File: config.mk
export PLATFORM = sky130hd
export DESIGN_NAME = nibble_serial_adder_flat
export DESIGN_NICKNAME = d
export VERILOG_FILES = /design/src/rtl/nibble_serial_adder_if.sv /design/src/rtl/nibble_serial_adder.sv /design/src/flat_wrapper.sv
export SDC_FILE = /design/constraint.sdc
export NUM_CORES = 1
export LEC_CHECK = 0
export BUFFER_PORTS_ARGS = -buffer_cell sky130_fd_sc_hd__buf_4
export CAP_MARGIN = 20
export CORE_UTILIZATION = 49
export CTS_CLUSTER_SIZE = 12
export DETAILED_ROUTE_END_ITERATION = 6
export GPL_TIMING_DRIVEN = 0
export HOLD_SLACK_MARGIN = 0.05
export PLACE_DENSITY = 0.78
export SYNTH_ARGS = -nofsm -noshare
export SYNTH_HDL_FRONTEND = slang
export SYNTH_SLANG_ARGS = --single-unit
File: constraint.sdc
create_clock -name clk -period 1.9 [get_ports clk]
set_input_delay 0.095 -clock clk [delete_from_list [all_inputs] [get_ports clk]]
set_output_delay 0.095 -clock clk [all_outputs]
set_load 0.02 [all_outputs]
File: src/rtl/nibble_serial_adder_if.sv
// Request/response bundle for nibble_serial_adder.
// The sub signal exists only when NSA_SUB_EN is defined.
interface nibble_serial_adder_if #(
  parameter int unsigned WIDTH = 16
) ();
  logic             start;
  logic [WIDTH-1:0] op_a;
  logic [WIDTH-1:0] op_b;
  logic             cin_in;
`ifdef NSA_SUB_EN
  logic             sub;
`endif
  logic             busy;
  logic             done;
  logic [WIDTH-1:0] result;
  logic             cout_out;

`ifdef NSA_SUB_EN
  modport master (
    output start, op_a, op_b, cin_in, sub,
    input  busy, done, result, cout_out
  );
  modport slave (
    input  start, op_a, op_b, cin_in, sub,
    output busy, done, result, cout_out
  );
`else
  modport master (
    output start, op_a, op_b, cin_in,
    input  busy, done, result, cout_out
  );
  modport slave (
    input  start, op_a, op_b, cin_in,
    output busy, done, result, cout_out
  );
`endif
endinterface

File: src/rtl/nibble_serial_adder.sv
// WIDTH-bit add sequenced one nibble per clock through an external 4-bit adder.
// Define NSA_SUB_EN to add the sub request (A - B via ~B + 1).
module nibble_serial_adder #(
  parameter int unsigned WIDTH = 16
) (
  input  logic                  clk,
  input  logic                  rst,
  nibble_serial_adder_if.slave  bus,
  output logic [3:0]            add_a,
  output logic [3:0]            add_b,
  output logic                  add_cin,
  input  logic [3:0]            add_sum,
  input  logic                  add_cout
);

  localparam int unsigned Nib  = WIDTH / 4;
  localparam int unsigned IdxW = (Nib > 1) ? $clog2(Nib) : 1;

  typedef enum logic [1:0] {StIdle, StRun, StDone} state_e;

  state_e                state_q, state_d;
  logic [IdxW-1:0]       idx_q, idx_d;
  logic [Nib-1:0][3:0]   a_q, a_d;
  logic [Nib-1:0][3:0]   b_q, b_d;
  logic [Nib-1:0][3:0]   res_q, res_d;
  logic                  carry_q, carry_d;
  logic                  cout_q, cout_d;
  logic                  accept;
  logic                  last;

  // start is only honoured outside RUN, so in-flight operands are never disturbed
  assign accept = bus.start && (state_q != StRun);
  assign last   = (idx_q == IdxW'(Nib - 1));

  always_ff @(posedge clk) begin
    if (rst) begin
      state_q <= StIdle;
    end else begin
      state_q <= state_d;
    end
  end

  always_comb begin
    state_d = state_q;
    unique case (state_q)
      StIdle:  if (accept) state_d = StRun;
      StRun:   if (last) state_d = StDone;
      StDone:  state_d = accept ? StRun : StIdle;
      default: state_d = StIdle;
    endcase
  end

  always_comb begin
    bus.busy = 1'b0;
    bus.done = 1'b0;
    add_a    = 4'h0;
    add_b    = 4'h0;
    add_cin  = 1'b0;
    unique case (state_q)
      StRun: begin
        bus.busy = 1'b1;
        add_a    = a_q[idx_q];
        add_b    = b_q[idx_q];
        add_cin  = carry_q;
      end
      StDone:  bus.done = 1'b1;
      default: ;
    endcase
  end

  always_comb begin
    a_d     = a_q;
    b_d     = b_q;
    res_d   = res_q;
    carry_d = carry_q;
    cout_d  = cout_q;
    idx_d   = idx_q;
    if (accept) begin
      a_d     = bus.op_a;
      b_d     = bus.op_b;
      carry_d = bus.cin_in;
      idx_d   = '0;
`ifdef NSA_SUB_EN
      if (bus.sub) begin
        b_d     = ~bus.op_b;
        carry_d = 1'b1;
      end
`endif
    end else if (state_q == StRun) begin
      res_d[idx_q] = add_sum;
      carry_d      = add_cout;
      if (last) begin
        cout_d = add_cout;
        idx_d  = '0;
      end else begin
        idx_d = idx_q + 1'b1;
      end
    end
  end

  always_ff @(posedge clk) begin
    if (rst) begin
      a_q     <= '0;
      b_q     <= '0;
      res_q   <= '0;
      carry_q <= 1'b0;
      cout_q  <= 1'b0;
      idx_q   <= '0;
    end else begin
      a_q     <= a_d;
      b_q     <= b_d;
      res_q   <= res_d;
      carry_q <= carry_d;
      cout_q  <= cout_d;
      idx_q   <= idx_d;
    end
  end

  assign bus.result   = res_q;
  assign bus.cout_out = cout_q;

endmodule

File: src/flat_wrapper.sv
// flat-port wrapper written by rule: the top's interface ports become plain ports
module nibble_serial_adder_flat 
#(
  parameter int unsigned WIDTH = 16
)
  (clk, rst, add_a, add_b, add_cin, add_sum, add_cout, bus_start, bus_op_a, bus_op_b, bus_cin_in, bus_busy, bus_done, bus_result, bus_cout_out);
  nibble_serial_adder_if #(.WIDTH(WIDTH)) bus_i ();
  input  logic clk;
  input  logic rst;
  output logic [3:0] add_a;
  output logic [3:0] add_b;
  output logic add_cin;
  input  logic [3:0] add_sum;
  input  logic add_cout;
  input wire logic [$bits(bus_i.start)-1:0] bus_start;
  input wire logic [$bits(bus_i.op_a)-1:0] bus_op_a;
  input wire logic [$bits(bus_i.op_b)-1:0] bus_op_b;
  input wire logic [$bits(bus_i.cin_in)-1:0] bus_cin_in;
  output wire logic [$bits(bus_i.busy)-1:0] bus_busy;
  output wire logic [$bits(bus_i.done)-1:0] bus_done;
  output wire logic [$bits(bus_i.result)-1:0] bus_result;
  output wire logic [$bits(bus_i.cout_out)-1:0] bus_cout_out;
  assign bus_i.start = bus_start;
  assign bus_i.op_a = bus_op_a;
  assign bus_i.op_b = bus_op_b;
  assign bus_i.cin_in = bus_cin_in;
  assign bus_busy = bus_i.busy;
  assign bus_done = bus_i.done;
  assign bus_result = bus_i.result;
  assign bus_cout_out = bus_i.cout_out;
  nibble_serial_adder #(.WIDTH(WIDTH)) u_core (.clk(clk), .rst(rst), .bus(bus_i), .add_a(add_a), .add_b(add_b), .add_cin(add_cin), .add_sum(add_sum), .add_cout(add_cout));
endmodule
; ---- After elaboration in Yosys (flattened, before gate mapping)
; Cells that the tools add are included.
[totals]
elab_cells = 53
in_bits = 41
reg_bits = 54
[op_classes]
eq_ne = 6
addsub = 1
n_reduce_logical = 8
muxes = 19
bitwise_logic = 1
order_cmp = 2
[op_table]
columns = operator, count
row1 = $mux 4, 5
row2 = $bmux 4 s2, 2
row3 = $bwmux 16, 1
row4 = $demux 4 s2, 1
row5 = $mux 1, 6
row6 = $mux 2, 3
row7 = $ne 2x1->1 const B, 3
row8 = $pmux 2 s3, 1
row9 = $eq 2x2->1 const B, 2
row10 = $reduce_and 2->1, 2
row11 = $lt 2x3->1 const B, 1
row12 = $reduce_and 3->1, 1
row13 = $add 2x1->2 const B, 1
row14 = $eq 2x1->1 const B, 1
row15 = $ge 2x1->1 const B, 1
row16 = $logic_and 1x1->1, 2
row17 = $logic_not 2->1, 1
row18 = $reduce_bool 2->1, 1
row19 = $reduce_or 2->1, 1
row20 = $not 1->1, 1

; ---- Logic depth before layout (Yosys ltp)
[logic_depth]
depth_word = 5
depth_mapped = 7
depth_no_buf = 5

; ---- Least setup slack after synthesis
; Ideal clock, no wire load.
[synth_timing]
path_kind = register to register
start = register u_core.idx_q[1]
end = register u_core.res_q, in the netlist u_core.bus.result[4]
n_path_buf = 2
period_less_slack_ns = 1.536
path_stages_with_launch = 8
path_slack_ns = 0.364
setup_time_ns = 0.070
t_arrival_ns = 1.466
path_cell_list = dfxtp_1 > buf_2 > buf_2 > inv_1 > ha_1 > nand3b_1 > nand2_1 > a21oi_1
[synth_via]
elab_chain_cells = 5
word_cells_on_any_way = 6
[synth_lines]
columns = element, line
row1 = start: declaration, nibble_serial_adder.sv:22  ; logic [IdxW-1:0] idx_q, idx_d;
row2 = start signal: assignment, nibble_serial_adder.sv:115  ; idx_q <= idx_d;
row3 = $lt 2x3->1 (implied by the code) / $ge 2x1->1 (equally long branches), nibble_serial_adder.sv:90  ; res_d[idx_q] = add_sum;
row4 = $logic_and 1x1->1 (implied by the code), nibble_serial_adder.sv:90
row5 = $mux 4 (implied by the code), nibble_serial_adder.sv:90
row6 = $demux 4 s2 (*), --
row7 = $bwmux 16 (*), nibble_serial_adder.sv:90
row8 = end signal: assignment, nibble_serial_adder.sv:112  ; res_q <= res_d;
row9 = end: declaration, nibble_serial_adder.sv:25  ; logic [Nib-1:0][3:0] res_q, res_d;
; Every way passes the cells marked *; elsewhere a longest branch is shown, timed or not.
; A chain may end at the register's enable or synchronous reset.

; ---- Worst setup path after layout
[layout_timing]
start = register u_core.state_q[1]
end = output add_b[0]
[layout_via]
elab_chain_cells = 2
[layout_lines]
columns = element, line
row1 = start: declaration, nibble_serial_adder.sv:21  ; state_e state_q, state_d;
row2 = start signal: assignment, nibble_serial_adder.sv:37  ; state_q <= StIdle;
row3 = start signal: assignment, nibble_serial_adder.sv:39  ; state_q <= state_d;
row4 = $eq 2x1->1, nibble_serial_adder.sv:59  ; unique case (state_q)
row5 = $mux 4, nibble_serial_adder.sv:59
row6 = end: declaration, flat_wrapper.sv:11  ; output logic [3:0] add_b;
; No other way between the ends.

==> impl_results.md <==
* Die Wd at 71.5 um
* DR vias at 2441
* First drt pass iteration count at 4
* Drt via density at 5.55
* Core box area at 4500 um^2
* DR iter-0 viols at 124
* Fmax at 563 MHz
* CTS H-tree depth at 2
* Total length of routed wires at 6330 um
* Clock slew at reported path FFs at 100 ps
* Final Skew at 8.26 ps
* Area occupied by multi-input gates at 1160 um^2
* Area leader, netlist: dfxtp_1
* Final min period at 1780 ps
* Setup Viol. Count Final at 0
* Reg2Reg Setup Slack at 320 ps
* P_leak at 1.32 nW
* Worst setup SP type: register
* Num CTS Buffers at 5
* Max_slew headroom at 63.9%
* Share of layout cells above drive strength 1 at 24.7%
* PortBufs at 66
* Flops & latches, synth at 54
* WS Path Type: reg2out
* Maximum resistive drop on vdd at 492 uV
* Initial antenna violation count at 0
* Max incr delay on CP at 360 ps
* Req. time, crit path at 1800 ps
* Total number of yosys warnings at 0
* Max-cap violations at 0
* Post-route ant nets at 0
* Total chip power at 0.00243 W
* # DRC at 0
* Syn Inst Count at 281
* Critical Path AT at 1680 ps
* Clock buffer depth at 2
* Top-area cell type share of the netlist area at 45.6%
* Tcrit/Tclk final at 93.5%
* TritonCTS clock tree: done
* Hold Vio Cnt, Final at 0
* Register area share after synthesis at 45.6%
* Worst path bufs/invs at 4
* Diode count at 0
* Largest net degree at the start of global routing at 19
* Synth Area per Inst at 8.43 um^2
* Crit end category: output port
* Critical Path, Cell by Cell: nand2b_1 > buf_6 > inv_4 > buf_12 > nand2_4 > o22ai_1 > buf_4
* Clock root cell: clkbuf_8
* Cell Area, Synth at 2370 um^2
* Worst slew pin tran at 541 ps
* Hold Path Class: in2reg
* Status: finished clean
* Starting Density at 52.6%
* # IOs at 69
* Layout area overhead at 44.9%
* Synth unique cells at 25
* Overall Global Routing Usage at 26.0%
* Setup TNS at 0 ps
* Floorplan row count at 24
* Die height at 71.5 um
* Top cells by area, synth: dfxtp_1 46%, a21oi_1 11%, nand3_1 10%
* Crit-path max FO at 10
* WL/cell at 14.4 um
* Congestion Overflow GR at 0
* Fill cells at 346
* CP max-delay cell: dfxtp_1
* GP Congestion at 0.801
* Vias in the first global route at 2292
* Worst-Skew Late Latency at 320 ps
* RSZ-0062 raised after global routing: no
* CTS Sinks at 54
* Final Max Slew Viols at 0
* Die ar. at 5120 um^2
* Mapped Nets at 326
* Power Density at 709 nW/um^2
* First-pass GRT wire length at 10300 um
* Post-DP HPWL at 4090 um
* Crit-path leading delay family: buffers and inverters
* Nets at 432
* Reg area at 1080 um^2
[path summary, 6_finish.rpt]
check | to | cells after the start | start
setup / recovery | add_b[0] | 7 | u_core.state_q[1]$_SDFFE_PP0P_
hold / removal | u_core.bus.result[0]$_SDFFE_PP0P_ | 3 | add_sum[0]
setup reg to reg | u_core.bus.cout_out$_SDFFE_PP0P_ | 5 | u_core.idx_q[0]$_SDFFE_PP0N_
hold reg to reg | u_core.bus.result[10]$_SDFFE_PP0P_ | 2 | u_core.bus.result[10]$_SDFFE_PP0P_
[kinds of logic after synthesis]
logic type / Yosys count / synth area share [%]
buf+inv: 30 / 7.45
flops: 54 / 45.6
fa+ha+maj: 4 / 2.11
simple gates: 83 / 17.2
compound gates: 92 / 20.0
mux: 18 / 7.61
[routing by layer]
| metal | vias to the layer above | track usage (%) | share of wire (%) |
|---|---|---|---|
| met5 | - | 0 | 0 |
| met4 | 0 | 9.80 | 1.4 |
| met3 | 6 | 4.92 | 4.4 |
| met2 | 77 | 46.0 | 53 |
| met1 | 1148 | 31.5 | 41 |
| li1 | 1210 | - | - |
[flip-flops by register name, indices dropped and copies added, names as in the netlist]
register / count
u_core.a_q: 16
u_core.b_q: 16
u_core.bus.cout_out: 1
u_core.bus.result: 16
u_core.carry_q: 1
u_core.idx_q: 2
u_core.state_q: 2
[cell usage in the layout (no fill, tap or decap), drive strengths merged]
| cell type | count |
|---|---|
| nor3 | 2 |
| ha | 4 |
| nor2b | 1 |
| mux2i | 18 |
| and2 | 1 |
| dlygate4sd3 | 34 |
| nand2 | 20 |
| o21ai | 32 |
| a211oi | 1 |
| buf | 76 |
| nand2b | 1 |
| nand3b | 4 |
| nand3 | 49 |
| a21oi | 50 |
| o22ai | 9 |
| bufinv | 1 |
| clkinvlp | 2 |
| clkbuf | 20 |
| and2b | 1 |
| inv | 4 |
| nor2 | 4 |
| dfxtp | 54 |
[through the flow]
stage,hold WS (ps),utilization (%),std cells,worst slack [ps],instance area (um^2)
2_1_floorplan,243,-,281,364,2370
3_3_place_gp,362,65.0,399,98.4,2930
3_5_place_dp,366,65.0,399,54.4,2930
4_1_cts,53.8,75.1,440,24.6,3380
5_1_grt,53.9,76.2,440,38.0,3430
6_report,59.0,76.2,440,124,3430
[final cells by class]
type	instances	share of cell area, %
multi-input combinational	197	33.8
sequential	54	31.5
timing repair buffer	100	24.4
buffer	25	4.56
clock buffer	5	2.01
tap	52	1.90
clock inverter	3	1.31
inverter	4	0.510
[synthesized netlist by cell type]
cell type,number
nand2_1,19
nor2b_1,1
o22ai_1,9
o21ai_0,25
nand3b_1,4
nand3_1,49
and2b_1,1
nor2_2,1
mux2i_1,18
a211oi_1,1
and2_1,1
buf_6,5
buf_2,6
nor2_1,3
buf_12,1
clkbuf_1,14
o21ai_1,7
dfxtp_1,54
nand2b_1,1
nand2_2,1
inv_1,3
nor3_1,2
ha_1,4
inv_4,1
a21oi_1,50
[report_power, final]
part | internal [W] | switching, W
clock network | 0.000392 | 0.000391
registers | 0.00119 | 0.0000294
logic | 0.000215 | 0.000220
[tightest hold or removal path, delay by kind of cell]
kind / cells / cell delay [ps]
simple gates: 1 / 60
buf+inv: 1 / 130
compound gates: 1 / 50
[what timing repair did]
item / 4_1_cts / 5_1_grt
resized for setup: 1 / 10
endpoints found under the setup margin: 8 / 8
hold buffers: 34 / 0
buffers inserted: 0 / 0
hold endpoints to repair: 34 / 0
pin swaps: 0 / 0
Note: power is estimated with default switching activity, not from simulation.
